<file path="config.mk">
export PLATFORM = sky130hd
export DESIGN_NAME = load_store_unit
export DESIGN_NICKNAME = d
export VERILOG_FILES = /design/src/rtl/load_store_unit_pkg.sv /design/src/rtl/lsu_lane_align.sv /design/src/rtl/load_store_unit.sv
export SDC_FILE = /design/constraint.sdc
export NUM_CORES = 1
export LEC_CHECK = 0
export CORE_ASPECT_RATIO = 1.75
export CORE_MARGIN = 2
export CORE_UTILIZATION = 40
export CTS_BUF_LIST = sky130_fd_sc_hd__clkbuf_4 sky130_fd_sc_hd__clkbuf_8 sky130_fd_sc_hd__clkbuf_16
export DETAILED_ROUTE_END_ITERATION = 7
export MAX_ROUTING_LAYER = met4
export PLACE_DENSITY = 0.82
export SLEW_MARGIN = 20
export SYNTH_ARGS = -nofsm -noshare
export SYNTH_HDL_FRONTEND = slang
export SYNTH_SLANG_ARGS = --single-unit
</file>
<file path="constraint.sdc">
create_clock -name clock -period 3.7 [get_ports clock]
set_input_delay 0.74 -clock clock [delete_from_list [all_inputs] [get_ports clock]]
set_output_delay 0.74 -clock clock [all_outputs]
set_load 0.03 [all_outputs]
</file>
<file path="src/rtl/load_store_unit_pkg.sv">
// ============================================================================
//  load_store_unit_pkg : funct3 codes, FSM encoding and access-width helpers
//  Revision: 1.0
// ============================================================================
`default_nettype none

package load_store_unit_pkg;

    localparam logic [2:0] F3_B  = 3'b000;
    localparam logic [2:0] F3_H  = 3'b001;
    localparam logic [2:0] F3_W  = 3'b010;
    localparam logic [2:0] F3_BU = 3'b100;
    localparam logic [2:0] F3_HU = 3'b101;

    typedef enum logic [2:0] {
        S_IDLE   = 3'd0,
        S_LD_RD  = 3'd1,
        S_LD_RSP = 3'd2,
        S_ST_RD  = 3'd3,
        S_ST_WR  = 3'd4,
        S_FAULT  = 3'd5
    } lsu_state_t;

    // funct3[1] set covers 010/011/110/111, all of which behave as full words
    function automatic logic is_word(input logic [2:0] f3);
        return f3[1];
    endfunction

    function automatic logic is_half(input logic [2:0] f3);
        return (f3[1:0] == 2'b01);
    endfunction

    function automatic logic misaligned(input logic [2:0] f3, input logic [1:0] lo);
        return (is_word(f3) && (lo != 2'b00)) || (is_half(f3) && lo[0]);
    endfunction

endpackage

`default_nettype wire

</file>
<file path="src/rtl/lsu_lane_align.sv">
// ============================================================================
//  lsu_lane_align : load lane extract/extend and store lane merge (combinational)
//  Revision: 1.0
// ============================================================================
`default_nettype none

module lsu_lane_align
    import load_store_unit_pkg::*;
(
    input  logic [2:0]  funct3,
    input  logic [1:0]  byte_off,
    input  logic [31:0] mem_word,
    input  logic [31:0] store_data,
    output logic [31:0] load_data,
    output logic [31:0] merged_word
);

    logic [7:0]  byte_sel;
    logic [15:0] half_sel;

    assign byte_sel = mem_word[{byte_off, 3'b000} +: 8];
    assign half_sel = byte_off[1] ? mem_word[31:16] : mem_word[15:0];

    always_comb begin
        load_data = mem_word;
        case (funct3)
            F3_B:    load_data = {{24{byte_sel[7]}}, byte_sel};
            F3_H:    load_data = {{16{half_sel[15]}}, half_sel};
            F3_BU:   load_data = {24'h000000, byte_sel};
            F3_HU:   load_data = {16'h0000, half_sel};
            F3_W:    load_data = mem_word;
            default: load_data = mem_word;
        endcase
    end

    always_comb begin
        merged_word = mem_word;
        case (funct3[1:0])
            2'b00:   merged_word[{byte_off, 3'b000} +: 8] = store_data[7:0];
            2'b01:   merged_word[{byte_off[1], 4'b0000} +: 16] = store_data[15:0];
            default: merged_word = store_data;
        endcase
    end

endmodule

`default_nettype wire

</file>
<file path="src/rtl/load_store_unit.sv">
// ============================================================================
//  load_store_unit : MEM-stage front end to a word-only data memory, with
//  sub-word loads and read-modify-write sub-word stores.
//  Optional macro MISALIGN_TRAP_EN adds misalign_fault and a FAULT state.
//  Revision: 1.0
// ============================================================================
`default_nettype none

module load_store_unit
    import load_store_unit_pkg::*;
#(
    parameter int ADDR_BITS = 5
) (
    input  logic        clock,
    input  logic        reset,
    input  logic        req_valid,
    input  logic        req_write,
    input  logic [2:0]  req_funct3,
    input  logic [31:0] req_addr,
    input  logic [31:0] req_wdata,
    input  logic [4:0]  req_rd,
    output logic        req_ready,
    output logic        resp_valid,
    output logic [31:0] resp_rdata,
    output logic [4:0]  resp_rd,
    output logic        dm_mem_read,
    output logic        dm_mem_write,
    output logic [31:0] dm_address,
    output logic [31:0] dm_write_data,
    input  logic [31:0] dm_result
`ifdef MISALIGN_TRAP_EN
    ,
    output logic        misalign_fault
`endif
);

    lsu_state_t             state;
    lsu_state_t             state_next;
    logic                   accept;
    logic                   lat_write;
    logic [2:0]             lat_funct3;
    logic [ADDR_BITS+1:0]   lat_addr;
    logic [31:0]            lat_wdata;
    logic [4:0]             lat_rd;
    logic [31:0]            load_data;
    logic [31:0]            merged_word;
    logic                   unused_addr_hi;

    // Address bits above the memory index are deliberately discarded (wrap).
    assign unused_addr_hi = ^req_addr[31:ADDR_BITS+2];

    assign req_ready = (state == S_IDLE);
    assign accept    = req_valid & req_ready;

    always_comb begin
        state_next = state;
        case (state)
            S_IDLE: begin
                if (accept) begin
`ifdef MISALIGN_TRAP_EN
                    if (misaligned(req_funct3, req_addr[1:0]))
                        state_next = S_FAULT;
                    else
`endif
                    if (!req_write)
                        state_next = S_LD_RD;
                    else if (is_word(req_funct3))
                        state_next = S_ST_WR;
                    else
                        state_next = S_ST_RD;
                end
            end
            S_LD_RD:  state_next = S_LD_RSP;
            S_LD_RSP: state_next = S_IDLE;
            S_ST_RD:  state_next = S_ST_WR;
            S_ST_WR:  state_next = S_IDLE;
            S_FAULT:  state_next = S_IDLE;
            default:  state_next = S_IDLE;
        endcase
    end

    always_ff @(posedge clock) begin
        if (reset) begin
            state      <= S_IDLE;
            lat_write  <= 1'b0;
            lat_funct3 <= '0;
            lat_addr   <= '0;
            lat_wdata  <= '0;
            lat_rd     <= '0;
        end else begin
            state <= state_next;
            if (accept) begin
                lat_write  <= req_write;
                lat_funct3 <= req_funct3;
                lat_addr   <= req_addr[ADDR_BITS+1:0];
                lat_wdata  <= req_wdata;
                lat_rd     <= req_rd;
            end
        end
    end

    lsu_lane_align u_lane_align (
        .funct3      (lat_funct3),
        .byte_off    (lat_addr[1:0]),
        .mem_word    (dm_result),
        .store_data  (lat_wdata),
        .load_data   (load_data),
        .merged_word (merged_word)
    );

    // Strobes and responses are gated by reset so an aborted access leaves no trace.
    assign dm_mem_read   = !reset && ((state == S_LD_RD) || (state == S_ST_RD));
    assign dm_mem_write  = !reset && (state == S_ST_WR) && lat_write;
    assign dm_address    = {{(32-ADDR_BITS){1'b0}}, lat_addr[ADDR_BITS+1:2]};
    assign dm_write_data = merged_word;

    assign resp_valid = !reset && ((state == S_LD_RSP) || (state == S_ST_WR) || (state == S_FAULT));
    assign resp_rdata = (!reset && (state == S_LD_RSP)) ? load_data : 32'h0;
    assign resp_rd    = lat_rd;

`ifdef MISALIGN_TRAP_EN
    assign misalign_fault = !reset && (state == S_FAULT);
`endif

endmodule

`default_nettype wire

</file>
==> impl_metrics.tcl <==
set metrics [dict create \
    dr_total_vias 4442 \
    cpPeakStageDelay_ps 540 \
    finalHoldViolCount 0 \
    path_cells "inv_1, ha_1, and3b_1, a31oi_1, o221ai_1, buf_4" \
    setup_violations 0 \
    dr.pass1.iters 5 \
    status "finished, final reports clean" \
    die-height_um 136 \
    die_x_um 79.5 \
    tightest_slew_ps 684 \
    avgSynthCellArea_um2 7.44 \
    synth_top_area_cell "dfxtp_1" \
    clockBufferDepth 2 \
    cts_root_buf "clkbuf_16" \
    syn_to_final_growth_pct 40.2 \
    gr-total-overflow 0 \
    synth-seq-cells 51 \
    post_cts_resize_count 0 \
    syn-instance-count 536 \
    combPwrFrac_pct 40.8 \
    rsz0062_at_grt "no" \
    portBuffers 160 \
    p_seq_share_pct 33.8 \
    clock_skew_ps 5.02 \
    ir_drop_uv 302 \
    post-cts-setup-buffers 0 \
    syn_area_um2 3990 \
    grt_max_degree 54 \
    wl_met1_um 5410 \
    clkPwrFrac_pct 25.4 \
    antenna_found_initial 0 \
    ys_warn_count 0 \
    max-cap-violations 0 \
    route.met2.wl_um 7610 \
    grt_pass1_vias 4232 \
    wl_met3_um 785 \
    cp_slowest_cell "dfxtp_1" \
    crit_path_max_fanout 11 \
    diodes 0 \
    dp_hpwl_um 10800 \
    p_int_uw 1200 \
    wl_per_cell_um 18.2 \
    switching_share_pct 37.1 \
    grt_pass1_wl_um 22000 \
    cts_made_buffers 5 \
    p_leak_uw 0.00211 \
    synth_edf_count 0 \
    synthDistinctLibCells 44 \
    final_cells 789 \
    finalCritPeriodShare_pct 85.2 \
    cts_tree "done" \
    maxSlewHeadroom_pct 54.3 \
    synthArstFlopShare_pct 0 \
    dominantRegCellSynth "dfxtp_1" \
    ctsHoldBuffers 0 \
    drive_gt1_share_pct 20.0 \
    num_rows 48 \
    setup_tns_ps 0 \
    crit_buf_inv 2 \
    place_congestion 0.930 \
    synthTopCellsByArea "dfxtp_1, nand2_1, buf_4, a21oi_1, mux2i_1" \
    arrival_ps 2410 \
    dieArea_um2 10800 \
    r2r_start "state[0]$_SDFFE_PP0P_" \
    vias_per_cell 5.63 \
    insertion_delay_ps 290 \
    wirelength_um 14400 \
    clkSinkCount 51 \
    clk_pin_slew_worst_paths_ps 60 \
    netlist.area_leader.share_pct 25.6 \
    crit_path_start_kind "flip-flop" \
    n_fill_cell 893 \
    hold_slack_ps 458 \
    p_sw_uw 705 \
    drc 0 \
    drt_iter0_markers 307 \
    ys_seq_area_share_pct 25.6 \
    htree_levels 2 \
    ios 213 \
    min-delay-start "lat_wdata[30]$_SDFFE_PP0P_" \
    fmax_mhz 317 \
    path_class "reg2out" \
    nNetsFinal 776 \
    hold_class "reg2reg" \
    highest_layer "met4" \
    layout_min_cycle_time_ps 3150 \
    placeableCoreArea_um2 9790 \
    power_per_cell_area_nw_per_um2 340 \
    postLayoutCoreUtil_pct 57.1 \
    critPathLaunch "lat_addr[0]$_SDFFE_PP0P_" \
    track_usage_pct 26.5 \
    start_util_pct 40.7 \
    crit_path_end_kind "output port" \
    drv_slew 0 \
    dp.cells 781 \
    ant_nets 0 \
    required_ps 2960 \
    critPathTopFamily "flip-flops" \
]
==> stage by stage <==
step	power [µW]	instance area, µm²	worst slack, ps
4_1_cts	1900	5590	571
5_1_grt	1990	5590	387
3_5_place_dp	1420	5430	617
2_1_floorplan	1120	4090	157
3_3_place_gp	1410	5430	635
6_report	1900	5590	546
==> placed cells by master (no fill, tap or decap), drive strengths merged, types with 2 or more instances in the layout <==
master	count
ha	5
o21ai	45
inv	7
nor4b	2
nand3	17
mux2	10
buf	79
mux2i	24
nand2	115
nor3	3
a211oi	3
nor3b	6
clkdlybuf4s50	95
a21oi	59
a221oi	7
o21ba	8
a22oi	15
a32oi	7
nor2b	18
a31oi	10
nor2	7
clkbuf	7
dfxtp	51
conb	27
o221ai	16
a22o	9
==> per-layer routing <==
layer  up-vias  track usage [%]
li1       2117                -
met1      2065             30.6
met2       228             46.8
met3        32             1.66
met4         0             11.4
met5         -                -
==> cell type report <==
cell class / count / area [µm²] / area share, %
clock inverter: 1 / 7.51 / 0.134
clock buffer: 7 / 153 / 2.73
multi-input combinational: 423 / 2580 / 46.1
tap: 125 / 156 / 2.80
sequential: 51 / 1020 / 18.3
inverter: 8 / 30.0 / 0.537
timing repair buffer: 174 / 1640 / 29.4
==> cells by family (layout without fill, tap and decap cells) <==
family | Yosys count | count (layout) | share of synthesized area [%]
buf+inv | 88 | 190 | 12.5
flops | 51 | 51 | 25.6
compound gates | 183 | 183 | 30.7
mux | 34 | 34 | 8.85
fa+ha+maj | 5 | 5 | 1.57
simple gates | 174 | 174 | 20.7
other cells | 1 | 27 | 0.0940
==> worst register-to-register path: cells and delay by family, from the launching register on <==
| family | cells | cell delay [ps] |
|---|---|---|
| and+or+nand+nor | 2 | 1070 |
| AOI/OAI and AO/OA | 1 | 80 |
| DFF | 1 | 420 |
==> power groups by stage <==
stage / combinational [µW] / sequential (µW) / clock [µW]
6_report: 775 / 643 / 483
5_1_grt: 822 / 648 / 514
4_1_cts: 771 / 641 / 492
3_5_place_dp: 768 / 654 / 0
3_3_place_gp: 761 / 651 / 0
2_1_floorplan: 491 / 629 / 0
==> Yosys cell counts (all sizes together), types with 8 or more instances <==
| cell type | number |
|---|---|
| a21oi | 59 |
| a22o | 9 |
| a22oi | 15 |
| a31oi | 10 |
| buf | 53 |
| clkbuf | 27 |
| dfxtp | 51 |
| mux2 | 10 |
| mux2i | 24 |
| nand2 | 115 |
| nand3 | 17 |
| nor2b | 18 |
| o21ai | 45 |
| o21ba | 8 |
| o221ai | 16 |
==> worst paths after layout <==
path                                                    to  slack (ps)  cells after the start
worst min register to register  lat_wdata[30]$_SDFFE_PP0P_         460                      2
worst max register to register    lat_addr[0]$_SDFFE_PP0P_        1980                      3
worst min-delay path            lat_wdata[30]$_SDFFE_PP0P_         460                      2
worst max-delay path                     dm_write_data[14]         550                      6
==> sequential cells by signal (all words and copies together), names as in the netlist <==
name	cells
lat_wdata	32
lat_addr	7
resp_rd	5
lat_funct3	3
state	3
lat_write	1
Power figures use the tool's default switching activity.
